===== config.mk =====
export PLATFORM = sky130hd
export DESIGN_NAME = wb_rr_arbiter_flat
export DESIGN_NICKNAME = d
export VERILOG_FILES = /design/src/rtl/wb_pkg.sv /design/src/rtl/wb_rr_arbiter_if.sv /design/src/rtl/wb_rr_arbiter_picker.sv /design/src/rtl/wb_rr_arbiter.sv /design/src/flat_wrapper.sv
export SDC_FILE = /design/constraint.sdc
export NUM_CORES = 1
export LEC_CHECK = 0
export CORE_AREA = 2 2 85 95
export CTS_BUF_LIST = sky130_fd_sc_hd__clkbuf_16
export DETAILED_ROUTE_END_ITERATION = 12
export DIE_AREA = 0 0 87 97
export DONT_BUFFER_PORTS = 1
export GPL_TIMING_DRIVEN = 0
export PLACE_DENSITY_LB_ADDON = 0.25
export SLEW_MARGIN = 20
export SYNTH_ARGS = -nofsm -noshare
export SYNTH_HDL_FRONTEND = slang
export SYNTH_SLANG_ARGS = --single-unit

===== constraint.sdc =====
create_clock -name wb_clk -period 5 [get_ports wb_clk]
set_clock_uncertainty 0.2 [all_clocks]
set_input_delay 0.5 -clock wb_clk [delete_from_list [all_inputs] [get_ports wb_clk]]
set_output_delay 0.5 -clock wb_clk [all_outputs]
set_load 0.05 [all_outputs]

===== src/rtl/wb_pkg.sv =====
// Shared types and the round-robin selection function for Wishbone arbiters.
// rr_pick supports up to RR_MAX requesters; callers zero-extend their vectors.
package wb_pkg;

  typedef enum logic [1:0] {ARB_IDLE, ARB_BUSY, ARB_DRAIN} arb_state_t;

  localparam int RR_MAX = 16;
  localparam int RR_IW  = 4;

  // Scan ptr+1, ptr+2, ... modulo n and return the first requester as one-hot.
  function automatic logic [RR_MAX-1:0] rr_pick(input logic [RR_MAX-1:0] req,
                                                input logic [RR_IW-1:0]  ptr,
                                                input logic [RR_IW:0]    n);
    logic [RR_MAX-1:0] pick;
    logic [RR_IW:0]    idx;
    logic              found;
    pick  = '0;
    found = 1'b0;
    for (int k = 1; k <= RR_MAX; k++) begin
      idx = {1'b0, ptr} + (RR_IW+1)'(k);
      if (idx >= n) idx = idx - n;
      if (!found && ((RR_IW+1)'(k) <= n) && req[idx[RR_IW-1:0]]) begin
        pick[idx[RR_IW-1:0]] = 1'b1;
        found = 1'b1;
      end
    end
    return pick;
  endfunction

endpackage


===== src/rtl/wb_rr_arbiter_if.sv =====
// Master-side bundle (N masters, packed) and single slave-side Wishbone bus.
// Each has a master modport (drives requests) and a slave modport (answers them).
interface wb_mst_if #(
  parameter int N_MST  = 4,
  parameter int BW_ADR = 8,
  parameter int BW_DAT = 8,
  parameter int BW_SEL = 1
);
  logic [N_MST-1:0]        m_cyc;
  logic [N_MST-1:0]        m_stb;
  logic [N_MST-1:0]        m_we;
  logic [N_MST-1:0]        m_tagn_w;
  logic [N_MST*BW_ADR-1:0] m_adr;
  logic [N_MST*BW_DAT-1:0] m_dat_w;
  logic [N_MST*BW_SEL-1:0] m_sel;
  logic [BW_DAT-1:0]       m_dat_r;
  logic                    m_tagn_r;
  logic [N_MST-1:0]        m_ack;
  logic [N_MST-1:0]        m_err;
  logic [N_MST-1:0]        gnt;

  modport master (output m_cyc, m_stb, m_we, m_tagn_w, m_adr, m_dat_w, m_sel,
                  input  m_dat_r, m_tagn_r, m_ack, m_err, gnt);
  modport slave  (input  m_cyc, m_stb, m_we, m_tagn_w, m_adr, m_dat_w, m_sel,
                  output m_dat_r, m_tagn_r, m_ack, m_err, gnt);
endinterface

interface wb_slv_if #(
  parameter int BW_ADR = 8,
  parameter int BW_DAT = 8,
  parameter int BW_SEL = 1
);
  logic              s_cyc;
  logic              s_stb;
  logic              s_we;
  logic              s_tagn_w;
  logic [BW_ADR-1:0] s_adr;
  logic [BW_DAT-1:0] s_dat_w;
  logic [BW_SEL-1:0] s_sel;
  logic [BW_DAT-1:0] s_dat_r;
  logic              s_ack;
  logic              s_tagn_r;

  modport master (output s_cyc, s_stb, s_we, s_tagn_w, s_adr, s_dat_w, s_sel,
                  input  s_dat_r, s_ack, s_tagn_r);
  modport slave  (input  s_cyc, s_stb, s_we, s_tagn_w, s_adr, s_dat_w, s_sel,
                  output s_dat_r, s_ack, s_tagn_r);
endinterface


===== src/rtl/wb_rr_arbiter_picker.sv =====
// Combinational round-robin picker: first requester after i_ptr, as one-hot and index.
// Zero latency, no state; o_vld low means nothing requested.
module wb_rr_picker
  import wb_pkg::*;
#(
  parameter  int N  = 4,
  localparam int IW = (N > 1) ? $clog2(N) : 1
) (
  input  logic [N-1:0]  i_req,
  input  logic [IW-1:0] i_ptr,
  output logic          o_vld,
  output logic [N-1:0]  o_onehot,
  output logic [IW-1:0] o_idx
);

  logic [RR_MAX-1:0] w_pick;

  assign w_pick   = rr_pick(RR_MAX'(i_req), RR_IW'(i_ptr), (RR_IW+1)'(N));
  assign o_onehot = N'(w_pick);
  assign o_vld    = |i_req;

  always_comb begin
    o_idx = '0;
    for (int i = 0; i < N; i++) begin
      if (o_onehot[i]) o_idx = IW'(i);
    end
  end

endmodule


===== src/rtl/wb_rr_arbiter.sv =====
// Round-robin Wishbone arbiter: one-cycle arbitration, grant held until the owner drops cyc.
// Stalls are bounded by a watchdog that errors the owner and drains its cycle.
module wb_rr_arbiter
  import wb_pkg::*;
#(
  parameter int N_MST       = 4,
  parameter int BW_ADR      = 8,
  parameter int BW_DAT      = 8,
  parameter int GRANULARITY = 8,
  parameter int TIMEOUT     = 255
) (
  input logic      wb_clk,
  input logic      wb_rst,
  wb_mst_if.slave  mst,
  wb_slv_if.master slv
);

  localparam int BW_SEL = BW_DAT / GRANULARITY;
  localparam int IW     = (N_MST > 1) ? $clog2(N_MST) : 1;
  localparam int WDW    = (TIMEOUT > 0) ? $clog2(TIMEOUT + 1) : 1;
  localparam logic [IW-1:0]  PTR_RST = IW'(N_MST - 1);
  localparam logic [WDW-1:0] WD_LAST = WDW'((TIMEOUT > 0) ? TIMEOUT - 1 : 0);

  arb_state_t       r_state;
  logic [N_MST-1:0] r_gnt;
  logic [IW-1:0]    r_ptr;
  logic [WDW-1:0]   r_wdog;

  logic [BW_ADR-1:0] w_adr [N_MST];
  logic [BW_DAT-1:0] w_dat [N_MST];
  logic [BW_SEL-1:0] w_sel [N_MST];

  logic             w_pick_vld;
  logic [N_MST-1:0] w_pick_oh;
  logic [IW-1:0]    w_pick_idx;
  logic             w_busy;
  logic             w_cyc_g;
  logic             w_stb_g;
  logic             w_stall;
  logic             w_timeout;

  for (genvar i = 0; i < N_MST; i++) begin : g_unpack
    assign w_adr[i] = mst.m_adr[i*BW_ADR +: BW_ADR];
    assign w_dat[i] = mst.m_dat_w[i*BW_DAT +: BW_DAT];
    assign w_sel[i] = mst.m_sel[i*BW_SEL +: BW_SEL];
  end

  wb_rr_picker #(.N(N_MST)) u_picker (
    .i_req    (mst.m_cyc),
    .i_ptr    (r_ptr),
    .o_vld    (w_pick_vld),
    .o_onehot (w_pick_oh),
    .o_idx    (w_pick_idx)
  );

  // r_ptr doubles as the granted master's index for the whole tenure.
  assign w_busy    = (r_state == ARB_BUSY);
  assign w_cyc_g   = mst.m_cyc[r_ptr];
  assign w_stb_g   = mst.m_stb[r_ptr];
  assign w_stall   = w_busy & w_cyc_g & w_stb_g & ~slv.s_ack;
  assign w_timeout = (TIMEOUT > 0) && w_stall && (r_wdog == WD_LAST);

  assign mst.m_dat_r  = slv.s_dat_r;
  assign mst.m_tagn_r = slv.s_tagn_r;
  assign mst.gnt      = r_gnt;

  always_comb begin
    slv.s_cyc    = 1'b0;
    slv.s_stb    = 1'b0;
    slv.s_we     = 1'b0;
    slv.s_tagn_w = 1'b0;
    slv.s_adr    = '0;
    slv.s_dat_w  = '0;
    slv.s_sel    = '0;
    mst.m_ack    = '0;
    mst.m_err    = '0;
    if (w_busy) begin
      slv.s_cyc           = w_cyc_g;
      slv.s_stb           = w_stb_g;
      slv.s_we            = mst.m_we[r_ptr];
      slv.s_tagn_w        = mst.m_tagn_w[r_ptr];
      slv.s_adr           = w_adr[r_ptr];
      slv.s_dat_w         = w_dat[r_ptr];
      slv.s_sel           = w_sel[r_ptr];
      mst.m_ack[r_ptr]    = slv.s_ack & w_stb_g;
      mst.m_err[r_ptr]    = w_timeout;
    end
  end

  always_ff @(posedge wb_clk) begin
    if (wb_rst) begin
      r_state <= ARB_IDLE;
      r_gnt   <= '0;
      r_ptr   <= PTR_RST;
      r_wdog  <= '0;
    end else begin
      case (r_state)
        ARB_IDLE: begin
          r_wdog <= '0;
          if (w_pick_vld) begin
            r_gnt   <= w_pick_oh;
            r_ptr   <= w_pick_idx;
            r_state <= ARB_BUSY;
          end
        end
        ARB_BUSY: begin
          // A dropped cyc outranks a coincident timeout.
          if (!w_cyc_g) begin
            r_gnt   <= '0;
            r_wdog  <= '0;
            r_state <= ARB_IDLE;
          end else if (w_timeout) begin
            r_wdog  <= '0;
            r_state <= ARB_DRAIN;
          end else if (w_stall && TIMEOUT > 0) begin
            r_wdog <= r_wdog + 1'b1;
          end else begin
            r_wdog <= '0;
          end
        end
        ARB_DRAIN: begin
          r_wdog <= '0;
          if (!w_cyc_g) begin
            r_gnt   <= '0;
            r_state <= ARB_IDLE;
          end
        end
        default: begin
          r_state <= ARB_IDLE;
          r_gnt   <= '0;
          r_wdog  <= '0;
        end
      endcase
    end
  end

endmodule


===== src/flat_wrapper.sv =====
// flat-port wrapper written by rule: the top's interface ports become plain ports
module wb_rr_arbiter_flat import wb_pkg::*;
#(
  parameter int N_MST       = 4,
  parameter int BW_ADR      = 8,
  parameter int BW_DAT      = 8,
  parameter int GRANULARITY = 8,
  parameter int TIMEOUT     = 255
)
  (wb_clk, wb_rst, mst_m_cyc, mst_m_stb, mst_m_we, mst_m_tagn_w, mst_m_adr, mst_m_dat_w, mst_m_sel, mst_m_dat_r, mst_m_tagn_r, mst_m_ack, mst_m_err, mst_gnt, slv_s_cyc, slv_s_stb, slv_s_we, slv_s_tagn_w, slv_s_adr, slv_s_dat_w, slv_s_sel, slv_s_dat_r, slv_s_ack, slv_s_tagn_r);
  wb_mst_if #(.N_MST(N_MST), .BW_ADR(BW_ADR), .BW_DAT(BW_DAT), .BW_SEL(1)) mst_i ();
  wb_slv_if #(.BW_ADR(BW_ADR), .BW_DAT(BW_DAT), .BW_SEL(1)) slv_i ();
  input logic wb_clk;
  input logic wb_rst;
  input wire logic [$bits(mst_i.m_cyc)-1:0] mst_m_cyc;
  input wire logic [$bits(mst_i.m_stb)-1:0] mst_m_stb;
  input wire logic [$bits(mst_i.m_we)-1:0] mst_m_we;
  input wire logic [$bits(mst_i.m_tagn_w)-1:0] mst_m_tagn_w;
  input wire logic [$bits(mst_i.m_adr)-1:0] mst_m_adr;
  input wire logic [$bits(mst_i.m_dat_w)-1:0] mst_m_dat_w;
  input wire logic [$bits(mst_i.m_sel)-1:0] mst_m_sel;
  output wire logic [$bits(mst_i.m_dat_r)-1:0] mst_m_dat_r;
  output wire logic [$bits(mst_i.m_tagn_r)-1:0] mst_m_tagn_r;
  output wire logic [$bits(mst_i.m_ack)-1:0] mst_m_ack;
  output wire logic [$bits(mst_i.m_err)-1:0] mst_m_err;
  output wire logic [$bits(mst_i.gnt)-1:0] mst_gnt;
  output wire logic [$bits(slv_i.s_cyc)-1:0] slv_s_cyc;
  output wire logic [$bits(slv_i.s_stb)-1:0] slv_s_stb;
  output wire logic [$bits(slv_i.s_we)-1:0] slv_s_we;
  output wire logic [$bits(slv_i.s_tagn_w)-1:0] slv_s_tagn_w;
  output wire logic [$bits(slv_i.s_adr)-1:0] slv_s_adr;
  output wire logic [$bits(slv_i.s_dat_w)-1:0] slv_s_dat_w;
  output wire logic [$bits(slv_i.s_sel)-1:0] slv_s_sel;
  input wire logic [$bits(slv_i.s_dat_r)-1:0] slv_s_dat_r;
  input wire logic [$bits(slv_i.s_ack)-1:0] slv_s_ack;
  input wire logic [$bits(slv_i.s_tagn_r)-1:0] slv_s_tagn_r;
  assign mst_i.m_cyc = mst_m_cyc;
  assign mst_i.m_stb = mst_m_stb;
  assign mst_i.m_we = mst_m_we;
  assign mst_i.m_tagn_w = mst_m_tagn_w;
  assign mst_i.m_adr = mst_m_adr;
  assign mst_i.m_dat_w = mst_m_dat_w;
  assign mst_i.m_sel = mst_m_sel;
  assign mst_m_dat_r = mst_i.m_dat_r;
  assign mst_m_tagn_r = mst_i.m_tagn_r;
  assign mst_m_ack = mst_i.m_ack;
  assign mst_m_err = mst_i.m_err;
  assign mst_gnt = mst_i.gnt;
  assign slv_s_cyc = slv_i.s_cyc;
  assign slv_s_stb = slv_i.s_stb;
  assign slv_s_we = slv_i.s_we;
  assign slv_s_tagn_w = slv_i.s_tagn_w;
  assign slv_s_adr = slv_i.s_adr;
  assign slv_s_dat_w = slv_i.s_dat_w;
  assign slv_s_sel = slv_i.s_sel;
  assign slv_i.s_dat_r = slv_s_dat_r;
  assign slv_i.s_ack = slv_s_ack;
  assign slv_i.s_tagn_r = slv_s_tagn_r;
  wb_rr_arbiter #(.N_MST(N_MST), .BW_ADR(BW_ADR), .BW_DAT(BW_DAT), .GRANULARITY(GRANULARITY), .TIMEOUT(TIMEOUT)) u_core (.wb_clk(wb_clk), .wb_rst(wb_rst), .mst(mst_i), .slv(slv_i));
endmodule

==> run_results.csv, run 1 <==
group,metric,value,unit
pwr,p_seq_share,17.3,%
synth,yosys.area.top_type_share,26.0,%
synth,synthCells,188,
worst_setup_path,path_buf_inv,2,
placement,pre_cts_ws,1.77,ns
cells_and_area,final_cells,279,
cells_and_area,drive_gt1_share,23.4,%
cells_and_area,n_antenna_cell,0,
worst_hold_path,min_path_type,"flop to flop",
worst_setup_path,path_class,"flop to output port",
timing,finalSetupViolCount,0,
timing,post-route-period-util,66.1,%
worst_setup_path,crit_path_max_incr_delay,0.53,ns
synth,avgSynthCellArea,9.68,um^2
timing,drv_slew,0,
cells_and_area,multi_input_area,0.00135,mm^2
pwr,p_sw,656,uW
timing,slew_headroom,58.7,%
floorplan,start_util,24.6,%
synth,synth_edf_count,0,
global_route,overflow,0,
drt,wl_per_cell,19.1,um
worst_setup_path,cp.depth,6,
worst_setup_path,startpoint_type,"flop",
pwr,pwr-share-clk,12.8,%
clock_tree,cts_buffers,3,
synth,synth.most_common_cell,"and2_1",
drt,routed_wl,5340,um
clock_tree,clk_pin_slew,0.05,ns
synth,synth_commonest_cells,"and2_1 (29), mux4_2 (21), nor2_1 (17), dfxtp_1 (16), ha_1 (13)",
clock_tree,cts_repair_resize_count,0,
job,drv_cap,0,
timing,worst_slew_pin_slew,0.620,ns
worst_setup_path,crit_top_cell,"and2_1",
global_route,grt_pass1_wl,7720,um
floorplan,io_pins,138,
worst_setup_path,critPathTopFamily,"simple AND/OR/NAND/NOR gates",
floorplan,die_area,0.00844,mm^2
worst_setup_path,crit_chain,"buf_2 -> inv_1 -> mux2_4 -> and2_1 -> and4_1 -> and2_1",
synth,synth_fp_nets,297,
synth,ys_ff_latch,16,
clock_tree,cts_tree,"done",
clock_tree,cts_setup_buffers,0,
worst_setup_path,cp-end-kind,"output port",
synth,synth.area.top_cells,"mux4_2 (26%), dfxtp_1 (18%), and2_1 (10%)",
placement,placed_cells,275,
drt,drtPass1Iterations,4,
clock_tree,insertion_delay,0.24,ns
clock_tree,htree_levels,1,
clock_tree,clockBufferDepth,2,
timing,setup_slack,1.70,ns
pwr,peakVddDrop,0.176,mV
drt,final_antenna_net_count,0,
synth,syn_area,0.00182,mm^2
floorplan,die_h,97,um
global_route,grt_max_degree,11,
timing,fin_crit,3.30,ns
timing,rsz0062_at_grt,"false",
pwr,switching_share,54.0,%
clock_tree,cts_root_buf,"clkbuf_16",
clock_tree,clock-sinks,16,
worst_setup_path,slowest_stage,"and2_1",
clock_tree,cts_hold_buf,0,
placement,gp_congestion,0.866,
pwr,power,1220,uW
cells_and_area,num-fill-cells,774,
worst_setup_path,cp_data_required_time,4.30,ns
drt,viasPerCell,5.13,
synth,yosysTopAreaCell,"mux4_2",
pwr,p_leak,0.000787,uW
synth,ys_types,34,
synth,ys_seq_area_share,17.6,%
timing,tns,0,ns
placement,dpl.hpwl,4550,um
timing,hold_ws,0.278,ns
drt,vias,1432,
worst_hold_path,hold_depth,2,
pwr,power_density,606,mW/mm^2
floorplan,die_w,87,um
floorplan,core-area,0.00739,mm^2
worst_setup_path,reg2reg_depth,10,
placement,portBuffers,0,
synth,synthFlopType,"dfxtp_1",
timing,fmax,303,MHz
drt,first_iter_violations,54,
global_route,grt_util_all_layers,11.9,%
cells_and_area,regArea,320,um^2
run_status,status,"finished, final reports clean",
floorplan,row_count,33,
synth,synthArstFlopShare,0,%
drt,drc_errors,0,
cells_and_area,area_delta_synth_final,10.3,%
global_route,grt_antenna_before_repair,0,
synth,yosysWarningCount,0,
worst_setup_path,cp.arrival,2.60,ns
global_route,first_global_vias,1500,
cells_and_area,nets,302,
pwr,power_frac_comb,69.9,%
timing,final-hold-violation-count,0,
worst_setup_path,cp_max_fo,6,
pwr,intPower,559,uW
==> cells by family (layout without fill, tap and decap cells) <==
| kind of cell | count (synthesis) | count (layout) | synth area share (%) |
|---|---|---|---|
| AOI/OAI and AO/OA | 23 | 23 | 9.01 |
| xor gates and xnor gates | 6 | 6 | 2.89 |
| adders and majority gates | 13 | 13 | 8.94 |
| buffers and inverters | 28 | 32 | 8.32 |
| DFF | 16 | 16 | 17.6 |
| muxes | 27 | 27 | 30.3 |
| and+or+nand+nor | 75 | 75 | 23.0 |
==> flip-flops by register name (all words and copies together), names as in the netlist <==
| name | cells |
|---|---|
| u_core.r_state | 2 |
| u_core.r_ptr | 2 |
| u_core.mst.gnt | 4 |
| u_core.r_wdog | 8 |
==> worst register-to-register path: stages, from the launching register on <==
cell	delay, ns
dfxtp_1	0.41
buf_6	0.19
buf_2	0.33
inv_1	0.18
ha_1	0.38
mux4_2	0.24
buf_2	0.21
and4b_4	0.25
a221o_1	0.40
nor4_1	0.28
a21oi_1	0.06
==> power groups by stage <==
stage / logic [uW] / clock network, uW / registers [uW]
after global routing: 923 / 164 / 215
after CTS: 862 / 160 / 211
final: 850 / 155 / 210
after floorplan: 736 / 0 / 206
after detailed placement: 858 / 0 / 214
after global placement: 859 / 0 / 214
==> stage by stage <==
stage | area, um^2 | util (%)
after floorplan | 1820 | -
after global placement | 1930 | 26.1
after detailed placement | 1930 | 26.1
after CTS | 2010 | 27.2
after global routing | 2010 | 27.2
final | 2010 | 27.2
==> metal layers <==
layer / wire [um] / GRT usage, % / vias up
li1: - / - / 688
met1: 1920 / 12.3 / 657
met2: 2770 / 22.2 / 83
met3: 593 / 3.58 / 4
met4: 57 / 3.97 / 0
met5: 0 / 0 / -
==> final timing paths <==
path,from,to,slack [ns]
worst max-delay path,u_core.r_ptr[1],mst_m_err[1],1.70
worst max register to register,u_core.r_ptr[0],u_core.r_ptr[1],1.77
worst min-delay path,u_core.r_state[0],u_core.r_state[0],0.28
worst min register to register,u_core.r_state[0],u_core.r_state[0],0.28
==> layout by cell type, fill, tap and decap left out, types with 5 or more instances in the layout <==
master | Yosys | routed
and2_1 | 29 | 29
mux4_2 | 21 | 21
nor2_1 | 17 | 17
dfxtp_1 | 16 | 16
ha_1 | 13 | 13
nand2_1 | 10 | 10
inv_1 | 9 | 9
buf_4 | 9 | 9
a22oi_1 | 6 | 6
clkbuf_1 | 5 | 5
xor2_1 | 5 | 5
a21oi_1 | 5 | 5
==> area by class of cell <==
type	count	share of cell area, %
Buffer	19	5.86
Inverter	9	1.68
Multi-Input combinational cell	144	67.1
Tap cell	87	5.42
Clock buffer	3	3.74
Sequential cell	16	16.0
Clock inverter	1	0.187
Note: power is estimated with default switching activity, not from simulation.
==> run 2, diff against run 1 <==
==> constraint.sdc (replaced) <==
create_clock -name wb_clk -period 3.18 [get_ports wb_clk]
set_clock_uncertainty 0.2 [all_clocks]
set_input_delay 0.318 -clock wb_clk [delete_from_list [all_inputs] [get_ports wb_clk]]
set_output_delay 0.318 -clock wb_clk [all_outputs]
set_load 0.05 [all_outputs]
==> run 2 against run 1 <==
Cell area rose by 0.44%. Critical path depth rose by 4. Sequential cell count did not move. Critical endpoint is now u_core.r_ptr[1]. Largest power group unchanged.
==> run_results.csv, run 2 (synthesized netlist as in run 1, its figures left out) <==
group,metric,value,unit
worst_setup_path,crit_path_max_incr_delay,0.40,ns
floorplan,die_w,87,um
drt,drc_errors,0,
worst_setup_path,crit_top_cell,"buf_6",
cells_and_area,nets,302,
worst_setup_path,reg2reg_depth,10,
placement,gp_congestion,0.866,
pwr,peakVddDrop,0.277,mV
worst_setup_path,crit_chain,"buf_6 -> buf_6 -> inv_1 -> ha_1 -> mux4_2 -> buf_2 -> and4b_4 -> a221o_1 -> nor4_1 -> a21oi_1",
timing,worst_slew_pin_slew,0.591,ns
timing,final-hold-violation-count,0,
timing,finalSetupViolCount,0,
worst_setup_path,cp-end-kind,"flop",
worst_setup_path,path_class,"flop to flop",
worst_setup_path,cp_data_required_time,3.11,ns
worst_setup_path,reg2reg_to,"u_core.r_ptr[1]",
clock_tree,cts_tree,"done",
worst_setup_path,cp_max_fo,10,
global_route,first_global_vias,1500,
pwr,p_sw,1030,uW
timing,fin_crit,2.96,ns
worst_setup_path,slowest_stage,"a221o_1",
cells_and_area,area_delta_synth_final,10.8,%
cells_and_area,top_register,"u_core.r_wdog",
cells_and_area,largest_reg_flops,8,
floorplan,start_util,24.6,%
placement,portBuffers,0,
run_status,status,"finished, final reports clean",
floorplan,core-area,0.00739,mm^2
global_route,overflow,0,
worst_hold_path,min_path_type,"primary input to flop",
floorplan,die_area,0.00844,mm^2
global_route,grt_pass1_wl,7720,um
cells_and_area,drive_gt1_share,24.5,%
clock_tree,cts_root_buf,"clkbuf_16",
worst_setup_path,rrSetupSlack,0.22,ns
timing,rsz0062_at_grt,"false",
worst_setup_path,startpoint_type,"flop",
floorplan,die_h,97,um
pwr,power_density,953,mW/mm^2
timing,slew_headroom,60.9,%
timing,hold_ws,0.243,ns
floorplan,io_pins,138,
drt,drtPass1Iterations,4,
cells_and_area,layout_commonest_cell,"and2_1",
drt,first_iter_violations,47,
cells_and_area,final_cell_mix,"and2_1 (28), mux4_2 (21), nor2_1 (17), dfxtp_1 (15), ha_1 (13)",
worst_setup_path,worstReg2RegStart,"u_core.r_ptr[0]",
global_route,grt_util_all_layers,11.9,%
clock_tree,cts_buffers,3,
floorplan,row_count,33,
drt,final_antenna_net_count,0,
placement,placed_cells,275,
clock_tree,cts_hold_buf,0,
timing,post-route-period-util,93.1,%
cells_and_area,final_cells,279,
pwr,power_frac_comb,70.0,%
clock_tree,clk_pin_slew,0.05,ns
drt,wl_per_cell,19.1,um
clock_tree,htree_levels,1,
pwr,pwr-share-clk,12.7,%
drt,viasPerCell,5.18,
cells_and_area,num-fill-cells,774,
clock_tree,clockBufferDepth,2,
job,drv_cap,0,
timing,fmax,338,MHz
placement,dpl.hpwl,4550,um
cells_and_area,finalInstanceArea,0.00202,mm^2
cells_and_area,n_antenna_cell,0,
worst_setup_path,cp.arrival,2.89,ns
global_route,grt_antenna_before_repair,0,
cells_and_area,multi_input_area,0.00135,mm^2
placement,place_area,0.00193,mm^2
pwr,switching_share,53.7,%
global_route,grt_max_degree,11,
worst_setup_path,critPathLaunch,"u_core.r_ptr[0]",
worst_setup_path,crit_end,"u_core.r_ptr[1]",
timing,tns,0,ns
drt,vias,1446,
clock_tree,insertion_delay,0.25,ns
clock_tree,clock-sinks,16,
pwr,p_leak,0.000791,uW
pwr,intPower,889,uW
timing,drv_slew,0,
drt,routed_wl,5340,um
pwr,p_seq_share,17.3,%
cells_and_area,regArea,322,um^2
cells_and_area,final_core_util,27.3,%
[run 2: changes by cell type in the layout (fill, tap and decap cells not counted)]
cell	change
and2_1	-1
dfxtp_2	+1
and2_2	+1
buf_2	-1
dfxtp_1	-1
buf_6	+1
[run 2: critical path, delay by kind of cell, from the launching register on]
family | cells | cell delay [ns]
AND/OR/NAND/NOR | 2 | 0.52
buffers and inverters | 4 | 0.69
flip-flops | 1 | 0.37
multiplexers | 1 | 0.24
adder cells (fa/ha/maj) | 1 | 0.36
AO/OA/AOI/OAI | 2 | 0.46
[run 2: layer usage]
| layer | GRT usage [%] | vias to the layer above | routed length, um |
|---|---|---|---|
| met1 | 12.3 | 670 | 1890 |
| li1 | - | 689 | - |
| met3 | 3.58 | 4 | 604 |
| met2 | 22.2 | 83 | 2790 |
| met5 | 0 | - | 0 |
| met4 | 3.97 | 0 | 57 |
[run 2: what timing repair did]
item	in CTS	in global routing
setup endpoints to repair	3	7
buffers inserted	0	0
resized for setup	1	3
hold endpoints to repair	0	0
[run 2: how the worst min path moves through the flow]
stage / from / end / cells after the start
after floorplan: u_core.r_wdog[0] / u_core.r_wdog[0] / 1
after detailed placement: u_core.r_state[0] / u_core.r_state[0] / 2
after global placement: u_core.r_state[0] / u_core.r_state[0] / 2
final: wb_rst / u_core.r_state[1] / 2
after global routing: wb_rst / u_core.mst.gnt[2] / 2
after CTS: wb_rst / u_core.mst.gnt[2] / 2
[run 2: power groups by stage]
stage	combinational (uW)	clock (uW)	sequential (uW)
final	1350	244	332
after global routing	1460	259	339
after CTS	1360	252	332
after detailed placement	1350	0	336
after global placement	1350	0	336
after floorplan	1160	0	324
[run 2: through the flow]
| stage | setup WS (ns) | power (uW) |
|---|---|---|
| floorplan | 0.317 | 1480 |
| global placement | -0.0533 | 1690 |
| detailed placement | -0.0488 | 1680 |
| CTS | 0.0129 | 1940 |
| global route | 0.0372 | 2060 |
| finish | 0.220 | 1920 |
[run 2: cell type report]
class | instances | area share [%]
multi-input combinational | 144 | 66.9
sequential | 16 | 16.0
buffer | 19 | 6.15
tap | 87 | 5.40
clock buffer | 3 | 3.72
inverter | 9 | 1.68
clock inverter | 1 | 0.186
==> run 3, diff against run 2 <==
--- a/config.mk
+++ b/config.mk
@@ -5,10 +5,10 @@
 export SDC_FILE = /design/constraint.sdc
 export NUM_CORES = 1
 export LEC_CHECK = 0
-export CORE_AREA = 2 2 85 95
+export CORE_AREA = 3 3 86 96
 export CTS_BUF_LIST = sky130_fd_sc_hd__clkbuf_16
 export DETAILED_ROUTE_END_ITERATION = 12
-export DIE_AREA = 0 0 87 97
+export DIE_AREA = 0 0 89 99
 export DONT_BUFFER_PORTS = 1
 export GPL_TIMING_DRIVEN = 0
 export PLACE_DENSITY_LB_ADDON = 0.25
==> constraint.sdc (replaced) <==
create_clock -name wb_clk -period 3 [get_ports wb_clk]
set_clock_uncertainty 0.2 [all_clocks]
set_input_delay 0.3 -clock wb_clk [delete_from_list [all_inputs] [get_ports wb_clk]]
set_output_delay 0.3 -clock wb_clk [all_outputs]
set_load 0.05 [all_outputs]
==> run 3 against run 2 <==
Power is 7.3% higher. Register-to-register slack got worse by 0.099 ns. Cell area rose by 0.56%. Hold slack worse by 0.024 ns. First-iteration DRC count decreased by 8.5%. Cell count rose by 0.36%. Wire length is 0.88% higher.
==> run_results.csv, run 3 (synthesized netlist as in run 1, its figures left out) <==
group,metric,value,unit
run_status,status,"finished, final reports clean",
global_route,gr-usage-met3,3.93,%
clock_tree,cts_root_buf,"clkbuf_16",
drt,drc_errors,0,
floorplan,die_w,89,um
floorplan,core-area,0.00739,mm^2
placement,gp_congestion,0.745,
worst_setup_path,crit_path_max_incr_delay,0.40,ns
worst_hold_path,min_path_type,"primary input to flop",
cells_and_area,n_antenna_cell,0,
global_route,grt-busiest-layer,"met2",
drt,wl_per_cell,19.2,um
global_route,met2_usage,20.1,%
worst_setup_path,worstReg2RegStart,"u_core.r_ptr[0]",
worst_setup_path,crit_chain,"buf_6 -> buf_6 -> inv_1 -> ha_1 -> mux4_2 -> and4b_4 -> a221o_1 -> nor4_1 -> a21oi_1",
worst_setup_path,critPathTopFamily,"simple AND/OR/NAND/NOR gates",
floorplan,die_h,99,um
worst_setup_path,slowest_stage,"a221o_1",
drt,vias,1437,
placement,dpl.hpwl,4590,um
worst_setup_path,reg2reg_depth,9,
cells_and_area,nets,303,
global_route,grt_antenna_before_repair,0,
clock_tree,insertion_delay,0.24,ns
timing,hold_ws,0.219,ns
global_route,grt_util_all_layers,10.9,%
cells_and_area,largest_reg_flops,8,
worst_hold_path,hold_depth,2,
worst_setup_path,reg2reg_to,"u_core.r_ptr[1]",
drt,viasPerCell,5.13,
worst_setup_path,path_class,"flop to flop",
global_route,grt_max_degree,11,
timing,post-route-period-util,96.0,%
job,drv_cap,0,
worst_setup_path,crit_top_cell,"buf_6",
timing,slew_headroom,63.3,%
timing,finalSetupViolCount,0,
floorplan,start_util,24.6,%
global_route,first_global_vias,1398,
drt,drtPass1Iterations,4,
placement,place_area,0.00193,mm^2
cells_and_area,top_register,"u_core.r_wdog",
worst_setup_path,startpoint_type,"flop",
cells_and_area,drive_gt1_share,25.4,%
floorplan,row_count,33,
worst_hold_path,min_to,"u_core.r_state[1]",
worst_hold_path,min_from,"wb_rst",
worst_setup_path,cp_max_fo,10,
timing,drv_slew,0,
worst_setup_path,cp.arrival,2.80,ns
cells_and_area,final_cell_mix,"and2_1 (27), mux4_2 (21), nor2_1 (17), dfxtp_1 (15), ha_1 (13)",
cells_and_area,layout_commonest_cell,"and2_1",
clock_tree,clockBufferDepth,2,
timing,rsz0062_at_grt,"false",
drt,first_iter_violations,43,
cells_and_area,num-fill-cells,769,
timing,final-hold-violation-count,0,
clock_tree,clk_pin_slew,0.05,ns
clock_tree,htree_levels,1,
placement,portBuffers,0,
global_route,grtUsageMet1,11.6,%
cells_and_area,area_delta_synth_final,11.4,%
worst_setup_path,path_buf_inv,3,
worst_setup_path,cp_data_required_time,2.92,ns
global_route,grt_pass1_wl,7430,um
floorplan,io_pins,138,
floorplan,die_area,0.00881,mm^2
clock_tree,cts_buffers,3,
drt,final_antenna_net_count,0,
timing,worst_slew_pin_slew,0.555,ns
pwr,p_leak,0.000797,uW
worst_setup_path,cp-end-kind,"flop",
cells_and_area,finalInstanceArea,0.00203,mm^2
clock_tree,cts_hold_buf,0,
worst_setup_path,rrSetupSlack,0.12,ns
global_route,overflow,0,
clock_tree,cts_tree,"done",
pwr,power_density,1020,mW/mm^2
pwr,peakVddDrop,0.291,mV
clock_tree,clock-sinks,16,
timing,fmax,347,MHz
drt,routed_wl,5390,um
timing,fin_crit,2.88,ns
## run 3: cell count changes in the layout (fill, tap and decap cells not counted)
cell	delta
buf_2	-1
and2_2	+1
and2_1	-1
buf_4	+2
## run 3: per-layer routing
layer	routed length (um)	vias to the layer above
li1	-	690
met1	1910	665
met2	2720	80
met3	726	2
met4	32	0
met5	0	-
## run 3: how the worst max path moves through the flow
stage,from,endpoint,slack (ns),cells past startpoint
final,u_core.r_ptr[0],u_core.r_ptr[1],0.12,9
after global routing,u_core.r_ptr[1],mst_m_err[0],0.008,6
after CTS,u_core.r_ptr[0],u_core.r_ptr[0],0.02,10
after detailed placement,u_core.r_ptr[0],u_core.r_ptr[0],-0.24,10
after global placement,u_core.r_ptr[0],u_core.r_ptr[1],-0.23,10
after floorplan,u_core.r_ptr[0],u_core.r_ptr[1],0.14,10
## run 3: cell type report
| cell class | count | area, um^2 | area share, % |
|---|---|---|---|
| clock buffer | 3 | 75.1 | 3.70 |
| multi-input combinational | 144 | 1350 | 66.6 |
| inverter | 9 | 33.8 | 1.67 |
| timing repair buffer | 2 | 15.0 | 0.741 |
| clock inverter | 1 | 3.75 | 0.185 |
| buffer | 18 | 119 | 5.86 |
| sequential | 16 | 322 | 15.9 |
| tap | 87 | 109 | 5.37 |
## run 3: where the power goes
| part | internal (uW) | switching, uW | total [uW] |
|---|---|---|---|
| registers | 254 | 98.4 | 352 |
| logic | 528 | 925 | 1450 |
| clock network | 176 | 78.8 | 255 |
| total | 958 | 1100 | 2060 |
## run 3: metrics by stage
stage          utilization, %  total power, uW  TNS [ns]  worst slack (ns)  std cells
2_1_floorplan               -             1570         0             0.137        188
3_3_place_gp             26.1             1800    -0.815            -0.229        275
4_1_cts                  27.3             2070         0            0.0165        279
6_report                 27.4             2060         0             0.121        280
3_5_place_dp             26.1             1790    -0.871            -0.242        275
5_1_grt                  27.4             2200         0           0.00798        280
## run 3: timing repair
action	4_1_cts	5_1_grt
gates cloned	0	0
buffers inserted	0	2
gates resized for setup	4	1
endpoints found under the setup margin	10	8
